### config.mk
export PLATFORM = sky130hd
export DESIGN_NAME = rf_write_arbiter
export DESIGN_NICKNAME = d
export VERILOG_FILES = /design/src/rtl/rf_write_arbiter.sv
export SDC_FILE = /design/constraint.sdc
export NUM_CORES = 1
export LEC_CHECK = 0
export ABC_AREA = 0
export CAP_MARGIN = 20
export CORE_MARGIN = 2
export CORE_UTILIZATION = 35
export CTS_BUF_LIST = sky130_fd_sc_hd__clkbuf_2 sky130_fd_sc_hd__clkbuf_4 sky130_fd_sc_hd__clkbuf_8
export CTS_CLUSTER_DIAMETER = 80
export DETAILED_ROUTE_END_ITERATION = 10
export GPL_ROUTABILITY_DRIVEN = 0
export PLACE_DENSITY = 0.75
export REMOVE_ABC_BUFFERS = 1
export SETUP_SLACK_MARGIN = 0.15
export SYNTH_ARGS = -nofsm -noshare
export SYNTH_HDL_FRONTEND = slang
export SYNTH_SLANG_ARGS = --single-unit
export TNS_END_PERCENT = 20
### constraint.sdc
create_clock -name clk -period 4.3 [get_ports clk]
set_input_delay 0.86 -clock clk [delete_from_list [all_inputs] [get_ports clk]]
set_output_delay 0.86 -clock clk [all_outputs]
set_load 0.05 [all_outputs]
### src/rtl/rf_write_arbiter.sv
// Round-robin arbiter sharing the register-file write port among four requesters.
// Optional build macro RF_ARB_ZERO_FILTER_EN suppresses the write enable for grants to address 0.
module rf_write_arbiter #(
  parameter int DATA_W = 32,
  parameter int ADDR_W = 5
) (
  input  logic                  clk,
  input  logic                  rst,
  input  logic [3:0]            req,
  input  logic [4*ADDR_W-1:0]   req_addr,
  input  logic [4*DATA_W-1:0]   req_data,
  input  logic                  hold,
  output logic [3:0]            gnt,
  output logic [1:0]            sel,
  output logic                  rf_we,
  output logic [ADDR_W-1:0]     rf_wa,
  output logic [DATA_W-1:0]     rf_wd
);

  logic [1:0]        ptr;
  logic [1:0]        win;
  logic [1:0]        idx;
  logic              found;
  logic              grant_ok;
  logic [ADDR_W-1:0] addr_arr [4];
  logic [DATA_W-1:0] data_arr [4];

  for (genvar g = 0; g < 4; g++) begin : g_unpack
    assign addr_arr[g] = req_addr[g*ADDR_W +: ADDR_W];
    assign data_arr[g] = req_data[g*DATA_W +: DATA_W];
  end

  // Search starts at ptr and wraps, so the most recently served requester is tried last.
  always_comb begin
    found = 1'b0;
    win   = ptr;
    idx   = ptr;
    for (int i = 0; i < 4; i++) begin
      idx = ptr + 2'(i);
      if (!found && req[idx]) begin
        found = 1'b1;
        win   = idx;
      end
    end
  end

  assign grant_ok = found && !rst && !hold;
  assign gnt      = grant_ok ? (4'b0001 << win) : 4'b0000;

  always_ff @(posedge clk) begin
    if (rst) begin
      ptr   <= 2'd0;
      sel   <= 2'd0;
      rf_we <= 1'b0;
      rf_wa <= '0;
      rf_wd <= '0;
    end else if (grant_ok) begin
      ptr   <= win + 2'd1;
      sel   <= win;
      rf_wa <= addr_arr[win];
      rf_wd <= data_arr[win];
`ifdef RF_ARB_ZERO_FILTER_EN
      // The grant still consumes the request; only the write to $zero is dropped.
      rf_we <= (addr_arr[win] != '0);
`else
      rf_we <= 1'b1;
`endif
    end else begin
      rf_we <= 1'b0;
    end
  end

endmodule

=== Word level (Yosys, flattened, before mapping) ===
Index checks and enable logic that the tools add are counted.

* Flip-flop bits (word level): 42
* Logic and storage cells: 49
* Output and inout bits: 44

* Shifts and indexed selects: 1
* Bitwise gates (word level): 1
* Reduce and logical (&&, ||, !) cells: 10
* Multiplexer cells: 23
* $add $sub $neg: 4
* $lt $le $gt $ge: 5

{| class="wikitable"
|+ Operator list
! kind !! number
|-
| 32-bit binary-select mux with 2-bit select || 1
|-
| 32-bit two-way mux || 2
|-
| 2-bit by 3-bit < comparator with 1-bit output (second input constant) || 4
|-
| 5-bit binary-select mux with 2-bit select || 1
|-
| 5-bit two-way mux || 2
|-
| 1-bit two-way mux || 9
|-
| 1-bit binary-select mux with 2-bit select || 4
|-
| 2-bit two-way mux || 3
|-
| 1-bit logical AND || 5
|-
| 1-bit zero test || 5
|-
| 2-bit by 1-bit adder with 2-bit output (second input constant) || 2
|-
| 2-bit adder (second input constant) || 2
|-
| 4-bit two-way mux || 1
|-
| 1-bit by 2-bit left shift with 4-bit output (first input constant) || 1
|-
| 3-bit greater-or-equal comparator (second input constant) || 1
|-
| 2-bit NOT with 3-bit output || 1
|}

=== Depth between registers and ports, before layout ===
* Depth in word-level cells: 16
* Mapped depth: 7
* Gate-level depth less buffers: 5

=== Least setup slack after synthesis ===
No wires, ideal clock.

* Path kind: in2out
* From: input req[2]
* To: output gnt[0]
* Buffers on the path: 2
* Stages: 7
* Slack: 1.047 ns
* Data arrival time: 2.393 ns
* Data required time: 3.440 ns
* Cell sequence: or2_1 > a21oi_2 > o21a_1 > buf_4 > buf_6 > nand2_1 > nor2_1

* Word-level cells in the longest chain between the ends: 15

{| class="wikitable"
|+ Ends and longest elaborated chain
! element !! line !! text
|-
| from (decl) || 9 || <nowiki>input logic [3:0] req,</nowiki>
|-
| 1-bit binary-select mux with 2-bit select || 40 || <nowiki>if (!found && req[idx]) begin</nowiki>
|-
| 1-bit two-way mux (implied by the code) || 40 ||
|-
| 1-bit two-way mux || 40 ||
|-
| 1-bit zero test || 40 ||
|-
| 1-bit logical AND || 40 ||
|-
| 1-bit two-way mux || 40 ||
|-
| 1-bit zero test || 40 ||
|-
| 1-bit logical AND || 40 ||
|-
| 1-bit two-way mux || 40 ||
|-
| 1-bit zero test || 40 ||
|-
| 1-bit logical AND || 40 ||
|-
| 1-bit two-way mux || 40 ||
|-
| 1-bit logical AND (2 in a row) || 47 || <nowiki>assign grant_ok = found && !rst && !hold;</nowiki>
|-
| 4-bit two-way mux (*) || 48 || <nowiki>assign gnt = grant_ok ? (4'b0001 << win) : 4'b0000;</nowiki>
|-
| to (decl) || 13 || <nowiki>output logic [3:0] gnt,</nowiki>
|}

Mark *: on every way between the ends. The rest lies on a longest branch, timed or not. The select of a mux whose other input is x is not followed.

=== Worst setup path after layout ===
* From: input req[3]
* To: output gnt[1]

Same word-level chain as after synthesis.

==> summary.md <==
| Metric | Value |
|---|---|
| Area growth syn-to-layout | 60.8% |
| Syn avg cell area | 9.98 um2 |
| ANT nets after route | 0 |
| Fin. Hold Viols | 0 |
| Sw Ratio | 39.2% |
| Core area | 9680 um2 |
| Antenna violations before repair | 0 |
| Fin worst setup slack | 642 ps |
| IO Port Bufs | 198 |
| VDD IR max | 0.143 mV |
| Final worst-path cycle share | 85.1% |
| Net switching power | 0.607 mW |
| Clk Latency, worst-skew pair | 300 ps |
| DIE WIDTH | 103 um |
| Met3 Use GR | 3.76% |
| Leakage Power | 1.86 nW |
| Nets@finish | 670 |
| Worst rel slew slack | 28.6% |
| Via count | 3523 |
| Detailed Route WL | 11.7 mm |
| Multi-input logic area | 2340 um2 |
| Setup crit end kind | primary output |
| Fill cell total of the finished layout | 885 |
| First-pass GRT wire length | 17.7 mm |
| Sequential share of power | 29.1% |
| Io pins | 199 |
| Die H | 103 um |
| Worst path cell trace | clkdlybuf4s50_1 > nor2b_1 > o21ai_4 > nand3_4 > nor2_1 > buf_12 |
| WP buf/inv | 2 |
| Slew Limit Fails | 0 |
| GRT overflow | 0 |
| Largest stage delay, worst path | 570 ps |
| Worst Path Max Fanout | 24 |
| Post-synth cell types | 31 |
| Count of final setup violators | 0 |
| Iter 0 DRT Violations | 85 |
| Crit start category | input pin |
| Hold_buf cts | 0 |
| RSZ-0062 raised after global routing | false |
| TritonCTS Buffers | 5 |
| Via density | 5.43 |
| DR pass1 iterations | 4 |
| Antenna diode count | 0 |
| Avg WL per Cell | 18.0 um |
| Post_cts resized | 0 |
| Site row count | 36 |
| CP arrival | 2800 ps |
| Cell Area, Synth | 3450 um2 |
| PwrDens | 279 nW/um2 |
| CTS Buffer Depth | 2 |
| Status | complete, no violations |
| CP top delay family | buffers and inverters |
| Worst EP required | 3440 ps |
| GRT met2 Usage | 39.6% |
| FF+latch count, synth | 42 |
| Die ar. | 10700 um2 |
| GR peak layer | met2 |
| Dpl ws | 640 ps |
| Synth warn | 0 |
| Max-Cap Viols | 0 |
| HP Class | reg -> reg |
| Post-synthesis sequential area ratio | 24.4% |
| Tot GR Track Use | 21.1% |
| Int Pwr | 0.942 mW |
| CTS tree | done |
| Fmax achieved | 0.273 GHz |
| Initial Util | 35.6% |
| Vias in the first global route | 3589 |
| Post-CTS setup repair buffer count | 0 |
| Reg area | 841 um2 |
| GR Layer Usage met1 | 24.8% |
| Post-DP HPWL | 8.07 mm |
| Final core occ | 57.3% |
| Largest net degree at the start of global routing | 59 |
| Residual DRC | 0 |
| Clock transition at path regs | 80 ps |
| Comb power frac | 50.7% |
| CTS H-tree lvls | 2 |
| Cells after Synth | 346 |
| Setup Skew | 15.3 ps |
| Clock sinks | 42 |
| Layout cells sized above 1 | 24.0% |
| Setup Crit Path Kind | in -> out |
| Clk pwr share | 20.2% |
| Worst-margin pin slew | 1070 ps |
| Slowest stage cell, crit path | clkdlybuf4s50_1 |
| Root buffer cell | clkbuf_8 |
| Min cycle time layout | 3660 ps |
power groups by stage:
stage               clock (mW)  combinational [mW]  sequential [mW]
floorplan                    0               0.329            0.596
global placement             0               0.783            0.459
detailed placement           0               0.788            0.461
CTS                      0.321               0.791            0.452
global route             0.335               0.835            0.456
finish                   0.313               0.785            0.451
sequential cells by signal, summed over array words and instances, names as in the netlist:
register and flops:
rf_wd 32, rf_wa 5, ptr 2, sel 2
rf_we 1
cell usage after synthesis:
| cell | number | area [um2] |
|---|---|---|
| o21ai_0 | 2 | 10.0 |
| o21ai_4 | 1 | 16.3 |
| a221oi_2 | 37 | 556 |
| nand2_1 | 43 | 161 |
| and2b_4 | 1 | 10.0 |
| inv_2 | 1 | 3.75 |
| a211oi_1 | 13 | 97.6 |
| buf_4 | 6 | 45.0 |
| a21o_2 | 1 | 8.76 |
| a211o_1 | 1 | 8.76 |
| o31ai_1 | 7 | 52.6 |
| nor2b_1 | 1 | 6.26 |
| a21oi_1 | 2 | 10.0 |
| and4_1 | 37 | 324 |
| o21ai_1 | 1 | 5.00 |
| and3_1 | 1 | 6.26 |
| or2_1 | 1 | 6.26 |
| o21ai_2 | 1 | 8.76 |
| buf_2 | 16 | 80.1 |
| buf_6 | 12 | 135 |
| nand3_2 | 1 | 10.0 |
| and2_1 | 38 | 238 |
| dfxtp_1 | 42 | 841 |
| o31ai_2 | 30 | 375 |
| a21oi_2 | 1 | 8.76 |
| o21a_1 | 1 | 7.51 |
| nor2_1 | 8 | 30.0 |
| clkbuf_1 | 10 | 37.5 |
| nand2b_1 | 3 | 18.8 |
| xnor2_1 | 1 | 8.76 |
| a211oi_2 | 26 | 325 |
layout by cell type, fill, tap and decap left out, types with 2 or more instances in the layout:
cell type | netlist | routed
o31ai_1 | 7 | 7
o31ai_2 | 30 | 30
clkbuf_8 | 0 | 8
clkdlybuf4s50_1 | 0 | 194
and2_1 | 38 | 37
buf_4 | 6 | 7
dfxtp_1 | 42 | 42
nand2_1 | 43 | 43
o21ai_4 | 1 | 2
o21ai_0 | 2 | 2
a221oi_2 | 37 | 37
a211oi_2 | 26 | 26
a211oi_1 | 13 | 13
a21oi_1 | 2 | 2
nor2_1 | 8 | 7
buf_12 | 0 | 5
nand2b_1 | 3 | 3
and4_1 | 37 | 37
worst paths after layout:
check,from,end,slack (ps),cells past startpoint
setup reg to reg,ptr[0]$_SDFFE_PP0P_,rf_wd[17]$_SDFFE_PP0P_,1880,6
setup / recovery,req[3],gnt[1],640,6
hold reg to reg,rf_wd[23]$_SDFFE_PP0P_,rf_wd[23]$_SDFFE_PP0P_,460,2
hold / removal,rf_wd[23]$_SDFFE_PP0P_,rf_wd[23]$_SDFFE_PP0P_,460,2
through the flow:
stage	instance area, um2	power [mW]	std cells	hold slack (ps)	TNS (ps)
floorplan	3150	0.925	302	453	-7000
global placement	5440	1.24	641	434	0
detailed placement	5440	1.25	641	444	0
CTS	5550	1.56	649	459	0
global route	5550	1.63	649	481	0
finish	5550	1.55	649	458	0
metal layers:
metal	routed length, um	up-vias
li1	-	1700
met1	4930	1688
met3	671	11
met2	5920	124
met4	155	0
met5	0	-
worst register-to-register path: stages (launching register included):
cell and delay, ps:
dfxtp_1 380, and2b_4 220, o21ai_4 520, nand3_4 300, buf_4 390, a221oi_2 380, o31ai_2 90
cells by family after synthesis:
logic type / share of synthesized area (%)
AOI/OAI and AO/OA: 43.2
xor gates and xnor gates: 0.254
buffers and inverters: 8.74
DFF: 24.4
and+or+nand+nor: 23.5
layout make-up:
type                       count  area share (%)
tap                          133            3.00
timing repair buffer         206            37.7
inverter                       1          0.0676
clock buffer                   8            1.98
multi-input combinational    259            42.1
sequential                    42            15.1
No activity file was read; power rests on OpenSTA's default activity.
